<file path="src/rtl/cache_refill_ctrl_if.sv">
// Buses of the cache refill controller.
//   cache_cpu_if : CPU request/response port (master = CPU, slave = controller)
//   cache_mem_if : memory burst port plus the external data-RAM controls
//                  (master = controller, slave = memory/data RAM)
interface cache_cpu_if #(
  parameter int ADDR_W = 32
);
  logic              cpu_req_valid;
  logic              cpu_req_ready;
  logic [ADDR_W-1:0] cpu_req_addr;
  logic              cpu_req_we;
  logic              cpu_resp_valid;
  logic              cpu_resp_hit;
  logic              resp_way;

  modport master (
    output cpu_req_valid, cpu_req_addr, cpu_req_we,
    input  cpu_req_ready, cpu_resp_valid, cpu_resp_hit, resp_way
  );

  modport slave (
    input  cpu_req_valid, cpu_req_addr, cpu_req_we,
    output cpu_req_ready, cpu_resp_valid, cpu_resp_hit, resp_way
  );
endinterface

interface cache_mem_if #(
  parameter int ADDR_W = 32,
  parameter int WORDS  = 4
);
  localparam int CNT_W = $clog2(WORDS);

  logic              mem_req_valid;
  logic              mem_req_ready;
  logic              mem_req_we;
  logic [ADDR_W-1:0] mem_req_addr;
  logic              mem_wvalid;
  logic              mem_wready;
  logic              mem_rvalid;
  logic              dram_way;
  logic [CNT_W-1:0]  dram_word;
  logic              dram_we;

  modport master (
    output mem_req_valid, mem_req_we, mem_req_addr, mem_wvalid,
           dram_way, dram_word, dram_we,
    input  mem_req_ready, mem_wready, mem_rvalid
  );

  modport slave (
    input  mem_req_valid, mem_req_we, mem_req_addr, mem_wvalid,
           dram_way, dram_word, dram_we,
    output mem_req_ready, mem_wready, mem_rvalid
  );
endinterface

</file>
<file path="src/rtl/cache_refill_ctrl.sv">
// Miss/refill controller for a 2-way set-associative cache.
// Holds tag/valid/dirty per way and set plus one LRU bit per set, and
// sequences lookup, dirty-victim writeback and line refill. The data RAM is
// external; this block only steers its way/word/write-enable.
module cache_refill_ctrl #(
  parameter int ADDR_W  = 32,
  parameter int INDEX_W = 6,
  parameter int WORDS   = 4
) (
  input  logic        clk,
  input  logic        rst,   // active-low, asynchronous
  cache_cpu_if.slave  cpu,
  cache_mem_if.master mem
);

  localparam int CNT_W    = $clog2(WORDS);
  localparam int OFFSET_W = CNT_W + 2;
  localparam int TAG_W    = ADDR_W - INDEX_W - OFFSET_W;
  localparam int NSETS    = 1 << INDEX_W;

  typedef enum logic [2:0] {
    IDLE, LOOKUP, WB_REQ, WB_DATA, RF_REQ, RF_DATA, RESP
  } state_t;

  state_t state_reg, state_next;

  logic [TAG_W-1:0]         tag_reg;         // tag of the captured request
  logic [INDEX_W-1:0]       index_reg;       // set of the captured request
  logic                     we_reg;
  logic                     victim_reg;
  logic [TAG_W-1:0]         victim_tag_reg;  // tag of the line being evicted
  logic [CNT_W-1:0]         cnt_reg;         // beat counter for both bursts
  logic                     resp_hit_reg;
  logic                     resp_way_reg;
  logic [1:0][NSETS-1:0]    valid_reg;
  logic [1:0][NSETS-1:0]    dirty_reg;
  logic [NSETS-1:0]         lru_reg;         // way to evict next when both valid

  logic [1:0][TAG_W-1:0]    tag_rd;
  logic [1:0]               hit;
  logic                     hit_way;
  logic                     victim_sel;
  logic                     victim_dirty;
  logic                     req_fire;
  logic                     cnt_last;
  logic                     fill_done;
  logic                     unused_addr_bits;

  assign req_fire  = cpu.cpu_req_valid && cpu.cpu_req_ready;
  assign cnt_last  = (cnt_reg == CNT_W'(WORDS - 1));
  assign fill_done = (state_reg == RF_DATA) && mem.mem_rvalid && cnt_last;
  assign hit_way   = ~hit[0];   // way0 wins if both ever match
  assign unused_addr_bits = ^cpu.cpu_req_addr[OFFSET_W-1:0];

  // Per-way tag storage: the tag is read into a register when the request is
  // accepted so LOOKUP compares registered values; written on the final refill beat.
  generate
    for (genvar gi = 0; gi < 2; gi++) begin : g_way
      logic [TAG_W-1:0] tag_mem [NSETS];
      logic [TAG_W-1:0] tag_rd_reg;

      // Tag write on refill completion, registered tag read on request accept
      always_ff @(posedge clk) begin
        if (fill_done && (victim_reg == 1'(gi))) begin
          tag_mem[index_reg] <= tag_reg;
        end
        if (req_fire) begin
          tag_rd_reg <= tag_mem[cpu.cpu_req_addr[OFFSET_W +: INDEX_W]];
        end
      end

      assign tag_rd[gi] = tag_rd_reg;
      assign hit[gi]    = valid_reg[gi][index_reg] && (tag_rd_reg == tag_reg);
    end
  endgenerate

  // Victim choice on a miss: first invalid way, otherwise the LRU way
  always_comb begin
    if (!valid_reg[0][index_reg]) begin
      victim_sel = 1'b0;
    end else if (!valid_reg[1][index_reg]) begin
      victim_sel = 1'b1;
    end else begin
      victim_sel = lru_reg[index_reg];
    end
    victim_dirty = valid_reg[victim_sel][index_reg] && dirty_reg[victim_sel][index_reg];
  end

  // State register
  always_ff @(posedge clk or negedge rst) begin
    if (!rst) begin
      state_reg <= IDLE;
    end else begin
      state_reg <= state_next;
    end
  end

  // Next-state logic
  always_comb begin
    state_next = state_reg;
    case (state_reg)
      IDLE:    if (req_fire) state_next = LOOKUP;
      LOOKUP: begin
        if (|hit)              state_next = RESP;
        else if (victim_dirty) state_next = WB_REQ;
        else                   state_next = RF_REQ;
      end
      WB_REQ:  if (mem.mem_req_ready) state_next = WB_DATA;
      WB_DATA: if (mem.mem_wready && cnt_last) state_next = RF_REQ;
      RF_REQ:  if (mem.mem_req_ready) state_next = RF_DATA;
      RF_DATA: if (mem.mem_rvalid && cnt_last) state_next = RESP;
      RESP:    state_next = IDLE;
      default: state_next = IDLE;
    endcase
  end

  // Outputs decoded from the current state; everything is 0 under reset
  always_comb begin
    cpu.cpu_req_ready  = 1'b0;
    cpu.cpu_resp_valid = 1'b0;
    cpu.cpu_resp_hit   = 1'b0;
    cpu.resp_way       = 1'b0;
    mem.mem_req_valid  = 1'b0;
    mem.mem_req_we     = 1'b0;
    mem.mem_req_addr   = '0;
    mem.mem_wvalid     = 1'b0;
    mem.dram_way       = 1'b0;
    mem.dram_word      = '0;
    mem.dram_we        = 1'b0;
    case (state_reg)
      IDLE:    cpu.cpu_req_ready = rst;
      WB_REQ: begin
        mem.mem_req_valid = 1'b1;
        mem.mem_req_we    = 1'b1;
        mem.mem_req_addr  = {victim_tag_reg, index_reg, {OFFSET_W{1'b0}}};
      end
      WB_DATA: begin
        mem.mem_wvalid = 1'b1;
        mem.dram_way   = victim_reg;
        mem.dram_word  = cnt_reg;
      end
      RF_REQ: begin
        mem.mem_req_valid = 1'b1;
        mem.mem_req_addr  = {tag_reg, index_reg, {OFFSET_W{1'b0}}};
      end
      RF_DATA: begin
        mem.dram_we   = mem.mem_rvalid;
        mem.dram_way  = victim_reg;
        mem.dram_word = cnt_reg;
      end
      RESP: begin
        cpu.cpu_resp_valid = 1'b1;
        cpu.cpu_resp_hit   = resp_hit_reg;
        cpu.resp_way       = resp_way_reg;
      end
      default: ;
    endcase
  end

  // Request capture, lookup bookkeeping, beat counting and line install
  always_ff @(posedge clk or negedge rst) begin
    if (!rst) begin
      tag_reg        <= '0;
      index_reg      <= '0;
      we_reg         <= 1'b0;
      victim_reg     <= 1'b0;
      victim_tag_reg <= '0;
      cnt_reg        <= '0;
      resp_hit_reg   <= 1'b0;
      resp_way_reg   <= 1'b0;
      valid_reg      <= '0;
      dirty_reg      <= '0;
      lru_reg        <= '0;
    end else begin
      case (state_reg)
        IDLE: begin
          if (req_fire) begin
            tag_reg   <= cpu.cpu_req_addr[ADDR_W-1 -: TAG_W];
            index_reg <= cpu.cpu_req_addr[OFFSET_W +: INDEX_W];
            we_reg    <= cpu.cpu_req_we;
          end
        end
        LOOKUP: begin
          if (|hit) begin
            lru_reg[index_reg] <= ~hit_way;
            if (we_reg) begin
              dirty_reg[hit_way][index_reg] <= 1'b1;
            end
            resp_hit_reg <= 1'b1;
            resp_way_reg <= hit_way;
          end else begin
            victim_reg     <= victim_sel;
            victim_tag_reg <= tag_rd[victim_sel];
          end
        end
        WB_DATA: begin
          if (mem.mem_wready) begin
            cnt_reg <= cnt_reg + 1'b1;   // wraps to 0 after the last beat
          end
        end
        RF_DATA: begin
          if (mem.mem_rvalid) begin
            cnt_reg <= cnt_reg + 1'b1;
            if (cnt_last) begin
              valid_reg[victim_reg][index_reg] <= 1'b1;
              dirty_reg[victim_reg][index_reg] <= we_reg;
              lru_reg[index_reg]               <= ~victim_reg;
              resp_hit_reg                     <= 1'b0;
              resp_way_reg                     <= victim_reg;
            end
          end
        end
        default: ;
      endcase
    end
  end

endmodule

</file>
<file path="src/flat_wrapper.sv">
// flat-port wrapper written by rule: the top's interface ports become plain ports
module cache_refill_ctrl_flat 
#(
  parameter int ADDR_W  = 32,
  parameter int INDEX_W = 6,
  parameter int WORDS   = 4
)
  (clk, rst, cpu_cpu_req_valid, cpu_cpu_req_addr, cpu_cpu_req_we, cpu_cpu_req_ready, cpu_cpu_resp_valid, cpu_cpu_resp_hit, cpu_resp_way, mem_mem_req_valid, mem_mem_req_we, mem_mem_req_addr, mem_mem_wvalid, mem_dram_way, mem_dram_word, mem_dram_we, mem_mem_req_ready, mem_mem_wready, mem_mem_rvalid);
  cache_cpu_if #(.ADDR_W(ADDR_W)) cpu_i ();
  cache_mem_if #(.ADDR_W(ADDR_W), .WORDS(WORDS)) mem_i ();
  input  logic clk;
  input  logic rst;
  input wire logic [$bits(cpu_i.cpu_req_valid)-1:0] cpu_cpu_req_valid;
  input wire logic [$bits(cpu_i.cpu_req_addr)-1:0] cpu_cpu_req_addr;
  input wire logic [$bits(cpu_i.cpu_req_we)-1:0] cpu_cpu_req_we;
  output wire logic [$bits(cpu_i.cpu_req_ready)-1:0] cpu_cpu_req_ready;
  output wire logic [$bits(cpu_i.cpu_resp_valid)-1:0] cpu_cpu_resp_valid;
  output wire logic [$bits(cpu_i.cpu_resp_hit)-1:0] cpu_cpu_resp_hit;
  output wire logic [$bits(cpu_i.resp_way)-1:0] cpu_resp_way;
  output wire logic [$bits(mem_i.mem_req_valid)-1:0] mem_mem_req_valid;
  output wire logic [$bits(mem_i.mem_req_we)-1:0] mem_mem_req_we;
  output wire logic [$bits(mem_i.mem_req_addr)-1:0] mem_mem_req_addr;
  output wire logic [$bits(mem_i.mem_wvalid)-1:0] mem_mem_wvalid;
  output wire logic [$bits(mem_i.dram_way)-1:0] mem_dram_way;
  output wire logic [$bits(mem_i.dram_word)-1:0] mem_dram_word;
  output wire logic [$bits(mem_i.dram_we)-1:0] mem_dram_we;
  input wire logic [$bits(mem_i.mem_req_ready)-1:0] mem_mem_req_ready;
  input wire logic [$bits(mem_i.mem_wready)-1:0] mem_mem_wready;
  input wire logic [$bits(mem_i.mem_rvalid)-1:0] mem_mem_rvalid;
  assign cpu_i.cpu_req_valid = cpu_cpu_req_valid;
  assign cpu_i.cpu_req_addr = cpu_cpu_req_addr;
  assign cpu_i.cpu_req_we = cpu_cpu_req_we;
  assign cpu_cpu_req_ready = cpu_i.cpu_req_ready;
  assign cpu_cpu_resp_valid = cpu_i.cpu_resp_valid;
  assign cpu_cpu_resp_hit = cpu_i.cpu_resp_hit;
  assign cpu_resp_way = cpu_i.resp_way;
  assign mem_mem_req_valid = mem_i.mem_req_valid;
  assign mem_mem_req_we = mem_i.mem_req_we;
  assign mem_mem_req_addr = mem_i.mem_req_addr;
  assign mem_mem_wvalid = mem_i.mem_wvalid;
  assign mem_dram_way = mem_i.dram_way;
  assign mem_dram_word = mem_i.dram_word;
  assign mem_dram_we = mem_i.dram_we;
  assign mem_i.mem_req_ready = mem_mem_req_ready;
  assign mem_i.mem_wready = mem_mem_wready;
  assign mem_i.mem_rvalid = mem_mem_rvalid;
  cache_refill_ctrl #(.ADDR_W(ADDR_W), .INDEX_W(INDEX_W), .WORDS(WORDS)) u_core (.clk(clk), .rst(rst), .cpu(cpu_i), .mem(mem_i));
endmodule
</file>
<file path="config.mk">
export PLATFORM = sky130hd
export DESIGN_NAME = cache_refill_ctrl_flat
export DESIGN_NICKNAME = d
export VERILOG_FILES = /design/src/rtl/cache_refill_ctrl_if.sv /design/src/rtl/cache_refill_ctrl.sv /design/src/flat_wrapper.sv
export SDC_FILE = /design/constraint.sdc
export NUM_CORES = 2
export LEC_CHECK = 0
export BUFFER_PORTS_ARGS = -buffer_cell sky130_fd_sc_hd__buf_2
export CAP_MARGIN = 10
export CORE_ASPECT_RATIO = 0.6
export CORE_MARGIN = 1
export CORE_UTILIZATION = 42
export DETAILED_ROUTE_END_ITERATION = 12
export GPL_TIMING_DRIVEN = 0
export HOLD_SLACK_MARGIN = 0.02
export PLACE_DENSITY_LB_ADDON = 0.12
export SYNTH_ARGS = -nofsm -noshare
export SYNTH_HDL_FRONTEND = slang
export SYNTH_SLANG_ARGS = --single-unit
</file>
<file path="constraint.sdc">
create_clock -name clk -period 7.55 [get_ports clk]
set_input_delay 0.3775 -clock clk [delete_from_list [all_inputs] [get_ports clk]]
set_output_delay 0.3775 -clock clk [all_outputs]
set_load 0.1 [all_outputs]
</file>
Word-level counts from Yosys, hierarchy flattened

Memories as Yosys holds them, arrays and structs flattened. A register that Yosys moved wholly into a read port is not among the register bits.
Cells that the tools add are included.

$add $sub $neg: 1
Multipliers: 0
Div/mod/pow operators: 0
Magnitude comparators: 7
Eq/ne operators: 19
Shift-type cells: 0
Muxes and demuxes: 70
Bitwise operators: 5
Reductions and logical operators: 26

Operators with widths:

| kind                                                               | number |
|---|---|
| two-way mux 64 bit                                                 | 9 |
| two-way mux 128 bit                                                | 4 |
| bitwise OR 128 bit                                                 | 2 |
| one-hot mux 128 bit (2 select lines)                               | 1 |
| bitwise mux 128 bit                                                | 1 |
| bitwise mux 64 bit                                                 | 2 |
| demux 64 bit (select 1 bit)                                        | 2 |
| one-hot mux 64 bit (2 select lines)                                | 1 |
| one-hot mux 32 bit (2 select lines)                                | 1 |
| equality test 22 bit                                               | 2 |
| two-way mux 22 bit                                                 | 2 |
| binary-select mux 1 bit (select 6 bit)                             | 5 |
| two-way mux 1 bit                                                  | 27 |
| two-way mux 3 bit                                                  | 7 |
| one-hot mux 3 bit (6 select lines)                                 | 1 |
| logical AND 1 bit                                                  | 13 |
| inequality test 2 x 1 -> 1 bit (second input constant)             | 5 |
| inequality test 2 bit (second input constant)                      | 5 |
| AND reduction 5 bit                                                | 2 |
| equality test 3 bit (second input constant)                        | 3 |
| less-than comparator 6 x 7 -> 1 bit (second input constant)        | 1 |
| demux 1 bit (select 6 bit)                                         | 1 |
| equality test 3 x 2 -> 1 bit (second input constant)               | 2 |
| greater-or-equal comparator 6 x 1 -> 1 bit (second input constant) | 1 |
| 15 further kinds                                                   | 28 |

Bits in registers: 379
Bits in latches: 0
Bits in writable memories: 2816
ROM bits: 0
Bits of input ports: 39
Output and inout port bits: 43
Logic and storage cells: 144
Memories kept: 2

Memory list:

| name                    | words | width | read ports | clocked after memory_dff | write ports | line                    | text |
|---|---|---|---|---|---|---|---|
| u_core.g_way[0].tag_mem | 64    | 22    | 1          | 1                        | 1           | cache_refill_ctrl.sv:59 | `logic [TAG_W-1:0] tag_mem [NSETS];` |
| u_core.g_way[1].tag_mem | 64    | 22    | 1          | 1                        | 1           | cache_refill_ctrl.sv:59 |  |

Logic depth before layout (Yosys ltp)

Depth in word-level cells: 12
Depth in mapped cells: 20
Depth with buffers taken out: 12

Worst setup path after synthesis

Ideal clock, no wire load.

Path kind: flip-flop to flip-flop
From: register u_core.state_reg[2]
To: register u_core.g_way[0].tag_rd_reg[0], read port of u_core.g_way[0].tag_mem (enable)
Setup time: 425 ps
Data arrival time: 5779 ps
Required time: 7125 ps
Path slack: 1345 ps
Cell stages (with the launch flop): 6
Path buffers: 2
Period minus slack after synthesis: 6205 ps
Path through: dfrtp_1 clkbuf_1 nor4b_1 nand2_1 inv_1 clkbuf_1

Word-level cells in the longest chain between the ends: 3

RTL lines:

| element                     | line                     | text |
|---|---|---|
| start, declared             | cache_refill_ctrl.sv:25  | `state_t state_reg, state_next;` |
| start signal, assigned      | cache_refill_ctrl.sv:94  | `state_reg <= state_next;` |
| logical NOT 3 bit           | cache_refill_ctrl.sv:130 | `case (state_reg)` |
| two-way mux 1 bit           | cache_refill_ctrl.sv:130 |  |
| named net cpu_cpu_req_ready | flat_wrapper.sv:16       | `output wire logic [$bits(cpu_i.cpu_req_ready)-1:0] cpu_cpu_req_ready;` |
| logical AND 1 bit           | cache_refill_ctrl.sv:49  | `assign req_fire = cpu.cpu_req_valid && cpu.cpu_req_ready;` |
| named net u_core.req_fire   | cache_refill_ctrl.sv:44  | `logic req_fire;` |
| end, declared               | cache_refill_ctrl.sv:60  | `logic [TAG_W-1:0] tag_rd_reg;` |

The timed path passes the listed nets, and every way through them passes these cells.
A chain may end at the register's enable or synchronous reset.

Worst setup path after layout

From: register u_core.index_reg[2]
To: register u_core.dirty_reg[79] in the netlist's numbering

Word-level cells in the longest chain between the ends: 12
Elaborated cells on any way between the ends: 29
Those cells by class: order compare: 4; eq/ne: 1; mux: 16; bitwise: 2; reduce/logical: 6

RTL lines:

| element                                                                                                               | line                     | text |
|---|---|---|
| start, declared                                                                                                       | cache_refill_ctrl.sv:28  | `logic [INDEX_W-1:0] index_reg;` |
| start signal, assigned                                                                                                | cache_refill_ctrl.sv:179 | `index_reg <= cpu.cpu_req_addr[OFFSET_W +: INDEX_W];` |
| binary-select mux 1 bit (select 6 bit)                                                                                | cache_refill_ctrl.sv:73  | `assign hit[gi] = valid_reg[gi][index_reg] && (tag_rd_reg == tag_reg);` |
| two-way mux 1 bit (implied by the code)                                                                               | cache_refill_ctrl.sv:73  |  |
| logical AND 1 bit                                                                                                     | cache_refill_ctrl.sv:73  |  |
| inverter 1 bit                                                                                                        | cache_refill_ctrl.sv:52  | `assign hit_way = ~hit[0];` |
| less-than comparator 1 x 2 -> 1 bit (implied by the code) / greater-or-equal comparator 1 bit (equally long branches) | cache_refill_ctrl.sv:187 | `dirty_reg[hit_way][index_reg] <= 1'b1;` |
| logical AND 1 bit (implied by the code)                                                                               | cache_refill_ctrl.sv:187 |  |
| two-way mux 64 bit (implied by the code)                                                                              | cache_refill_ctrl.sv:187 |  |
| demux 64 bit (select 1 bit)                                                                                           | -                        |  |
| bitwise OR 128 bit (no source line)                                                                                   | -                        |  |
| two-way mux 128 bit                                                                                                   | cache_refill_ctrl.sv:186 | `if (we_reg) begin` |
| two-way mux 128 bit                                                                                                   | cache_refill_ctrl.sv:184 | `if (\|hit) begin` |
| one-hot mux 128 bit (2 select lines)                                                                                  | cache_refill_ctrl.sv:175 | `case (state_reg)` |
| end signal, assigned by index                                                                                         | cache_refill_ctrl.sv:206 | `dirty_reg[victim_reg][index_reg] <= we_reg;` |
| end, declared                                                                                                         | cache_refill_ctrl.sv:36  | `logic [1:0][NSETS-1:0] dirty_reg;` |

Several ways; a longest one is shown, not always the timed one. The select of a mux whose other input is x is not followed.

==> results.rst <==
.. list-table::
   :header-rows: 1

   * - Metric
     - Value
   * - Max-slew violation count
     - 0
   * - TritonCTS clock tree
     - built
   * - CORE AREA
     - 0.302 mm^2
   * - Clock Power Share
     - 32.8%
   * - Area after DPL
     - 0.139 mm^2
   * - Post-detailed-route count of antenna-violating nets
     - 0
   * - Crit-path cells
     - buf_2 > or2_1 > o22ai_1 > o21ai_0 > nand2_1 > or4_1 > nand3_1 > o31a_1 > nand2_1 > clkbuf_1 > nand2_1 > buf_2 > buf_1 > o32ai_1 > a21oi_1
   * - Seq/Total Area, Yosys
     - 74.7%
   * - Data required time of the critical path
     - roughly 8300 ps
   * - Part of the total power dissipated in sequential elements
     - 49.0%
   * - Cells on worst reg2reg path
     - 15
   * - Height of the die
     - 429 um
   * - Combined area of the multi-input logic cells
     - around 0.032 mm^2
   * - Vias in the first global route
     - between 60,000 and 70,000
   * - Via count normalized by instance count
     - 6.28
   * - Maxcap violations
     - 0
   * - Number of flip-flops in the largest register
     - 2,816
   * - Port bufs
     - 67
   * - Post-route cell area
     - 0.149 mm^2
   * - Most common cell after layout, fill and taps aside
     - sky130_fd_sc_hd__edfxtp_1
   * - Flops & latches, synth
     - 3,239
   * - Width of the die
     - 714 um
   * - CTS Buf Count
     - a little over 300
   * - Average footprint of a synthesized cell
     - between 20 and 25 um^2
   * - Critical path launch point
     - u_core.index_reg[2]
   * - Cell repeated most along the worst path
     - sky130_fd_sc_hd__nand2_1
   * - Length of the first detailed-routing pass in iterations
     - 7
   * - Highest Clock Rate
     - 158 MHz
   * - Total Wirelength
     - between 400,000 and 500,000 um
   * - Static power due to leakage
     - roughly 48 nW
   * - Worst path slowest cell
     - sky130_fd_sc_hd__or4_1
   * - Number of distinct library cells after synthesis
     - 69
   * - Register clock-pin slew on the reported worst setup and hold paths
     - 70 ps
   * - Path type of the worst min-delay path
     - in2reg
   * - Final routed DRC violation total
     - 0
   * - Hold violation count in the final report
     - 0
   * - Count of clock tree sinks
     - between 3,000 and 4,000
   * - Fraction of layout cells with a size suffix above 1
     - 28.3%
   * - Capturing instance or port of the critical path
     - u_core.dirty_reg[79]
   * - Area growth from synthesis to layout
     - 16.4%
   * - Final setup TNS
     - 0 ps
   * - Setup repair after global routing missed its margin
     - false
   * - Signal arrival time at the worst endpoint
     - 7100 ps
   * - Synth Instances
     - 6,219
   * - Startpoint Class
     - flip-flop
   * - Post-route met1 wirelength
     - 192,000 um
   * - Number of buffers on the longest clock path
     - 4
   * - Pwr dens
     - 314 mW/mm^2
   * - Number of placement rows
     - 156
   * - Clock Tree Root
     - sky130_fd_sc_hd__clkbuf_16
   * - Post-Route Skew
     - roughly 58 ps
   * - Worst hold start
     - cpu_cpu_req_valid
   * - DR iter-0 viols
     - between 10,000 and 15,000
   * - Slowest Stage Delay on Critical Path
     - 750 ps
   * - RePlAce Congestion
     - approximately 0.95
   * - Critical path endpoint category
     - flip-flop
   * - Maximum level of the CTS H-tree
     - 5
   * - Fraction of the core area covered by cells at the end of the flow
     - approximately 49%
   * - Routed wirelength normalized by instance count
     - 38.6 um
   * - Routed vias
     - about 70,000
   * - Register-to-register path setup slack
     - about 1200 ps
   * - Type of the setup path with the least slack
     - reg2reg
   * - Min Tclk post-route
     - 6310 ps
   * - Worst-case headroom to the max-slew limit
     - between 10% and 20%
   * - Critical register-to-register path endpoint
     - u_core.dirty_reg[79]
   * - Least-Margin Pin Slew
     - 1310 ps
   * - Gr usage total
     - 27.8%
   * - Highest routed metal layer
     - met5
   * - Total grt overflow
     - 0
   * - Worst setup slack after layout
     - about 1200 ps
   * - Post-DP HPWL
     - 298,000 um
   * - Netlist area before placement
     - 0.128 mm^2
   * - Outcome
     - complete, no violations
   * - Net count of the finished layout
     - ~6,900
   * - I/O pin count
     - 82
   * - Critical path peak fanout
     - 10
   * - Met2 wire length
     - 175,000 um
   * - Number of flops mapped to enable cells by yosys
     - 2,860
   * - Number of filler instances in the final layout
     - 24,500
   * - Post-placement worst setup slack
     - 1180 ps
   * - Hold_ws
     - 107 ps
   * - Internal power contribution
     - between 30 and 40 mW
   * - Portion of the clock cycle consumed by the worst path in the final layout
     - a little over four fifths
   * - Flip-flop cell with the highest count after synthesis
     - sky130_fd_sc_hd__edfxtp_1
   * - Share of total power in combinational logic
     - 18.2%
   * - Number of endpoints failing setup at the final stage
     - 0
   * - Global-route wire length before repair
     - around 580,000 um
   * - Sum of met3 wire segment lengths after detailed routing
     - 51,300 um
   * - Yosys Warn Count
     - 0
   * - Top library cells by usage in the layout, fill and taps aside
     - sky130_fd_sc_hd__edfxtp_1, sky130_fd_sc_hd__mux4_2, sky130_fd_sc_hd__dfrtp_1, sky130_fd_sc_hd__clkbuf_1, sky130_fd_sc_hd__a21oi_1
   * - Proportion of total power due to net switching
     - 30.4%
   * - Pin count of the biggest net entering global routing
     - 119
   * - Die ar.
     - 0.306 mm^2
   * - Area taken by flip-flops and latches
     - between 0.09 and 0.1 mm^2
   * - Starting density of the core
     - between 40% and 50%
   * - Worst vdd rail ir drop
     - about 0.00024 V
   * - Critical R2R Launch
     - u_core.index_reg[2]
   * - Switching power total
     - 14.2 mW
   * - Insertion delay to the later sink of the worst-skew pair
     - 890 ps
   * - Antenna violations before repair
     - 57
   * - Ys async rst share
     - 11.7%
## through the flow
stage	cells	total power [mW]
floorplan	6222	27.1
detailed placement	10507	31.4
finish	11112	46.7
global placement	10318	31.3
CTS	11081	46.6
global route	11095	47.8
## cell type report
cell class	instances	area share, %
clock inverters	142	0.781
diodes	17	0.0286
inverters	8	0.0202
clock buffers	402	5.64
well taps	4029	3.39
plain buffers	390	1.13
repair buffers	300	3.52
multi-input cells	2585	21.3
flip-flops and latches	3239	64.2
## cell usage after synthesis, types with 21 or more instances
master	count	area share, %
sky130_fd_sc_hd__xor2_1	23	0.16
sky130_fd_sc_hd__o22ai_1	113	0.55
sky130_fd_sc_hd__mux2i_1	121	0.95
sky130_fd_sc_hd__a22o_1	22	0.15
sky130_fd_sc_hd__a21oi_1	321	1.3
sky130_fd_sc_hd__nand2_1	213	0.63
sky130_fd_sc_hd__dfrtp_1	379	7.4
sky130_fd_sc_hd__or2_2	130	0.64
sky130_fd_sc_hd__xnor2_1	22	0.15
sky130_fd_sc_hd__clkbuf_1	283	0.83
sky130_fd_sc_hd__a22oi_1	21	0.12
sky130_fd_sc_hd__mux2_2	26	0.23
sky130_fd_sc_hd__o21ai_0	48	0.19
sky130_fd_sc_hd__mux4_2	940	17
sky130_fd_sc_hd__buf_1	81	0.24
sky130_fd_sc_hd__edfxtp_1	2860	67
sky130_fd_sc_hd__nand3_1	62	0.24
sky130_fd_sc_hd__nor2_1	357	1.0
## critical path: cells and delay by family (launching register included)
kind / cells / cell delay [ps]
flip-flops: 1 / 440
buffers and inverters: 4 / 1800
AND/OR/NAND/NOR: 6 / 2460
AO/OA/AOI/OAI: 5 / 1500
## power groups by stage
stage	combinational (mW)	clock, mW	sequential [mW]
after floorplan	3.75	0	23.4
after global placement	6.07	0	25.2
after detailed placement	8.21	0	23.2
after CTS	8.24	15.5	22.8
after global routing	8.72	16.1	22.9
final	8.50	15.3	22.9
## worst min-delay path by stage
| stage | to | cells after the start |
|---|---|---|
| floorplan | u_core.cnt_reg[0] | 0 |
| global placement | u_core.valid_reg[39] | 1 |
| detailed placement | u_core.tag_reg[6] | 1 |
| CTS | u_core.index_reg[3] | 5 |
| global route | u_core.index_reg[3] | 5 |
| finish | u_core.index_reg[3] | 5 |
## what timing repair did
| item | CTS | global route |
|---|---|---|
| hold buffers | 30 | 0 |
| setup buffers | 0 | 0 |
| gates resized for setup | 0 | 0 |
| hold endpoints to repair | 187 | 0 |
## cells by family (layout without fill, tap and decap cells)
family	after synthesis	after routing	share of synthesized area, %
AO/OA/AOI/OAI	596	596	2.73
XOR/XNOR	45	45	0.309
adder cells (fa/ha/maj)	1	1	0.00980
buffers and inverters	398	1242	1.30
flip-flops	3239	3239	74.7
multiplexers	1098	1098	18.0
other	1	21	0.00294
AND/OR/NAND/NOR	841	841	2.95
## routing by layer
metal	global-route usage [%]	vias to the layer above
li1	-	26909
met1	44.5	38076
met2	37.4	4135
met3	7.91	590
met4	6.46	24
met5	0	-
(Power assumes the default switching activity.)
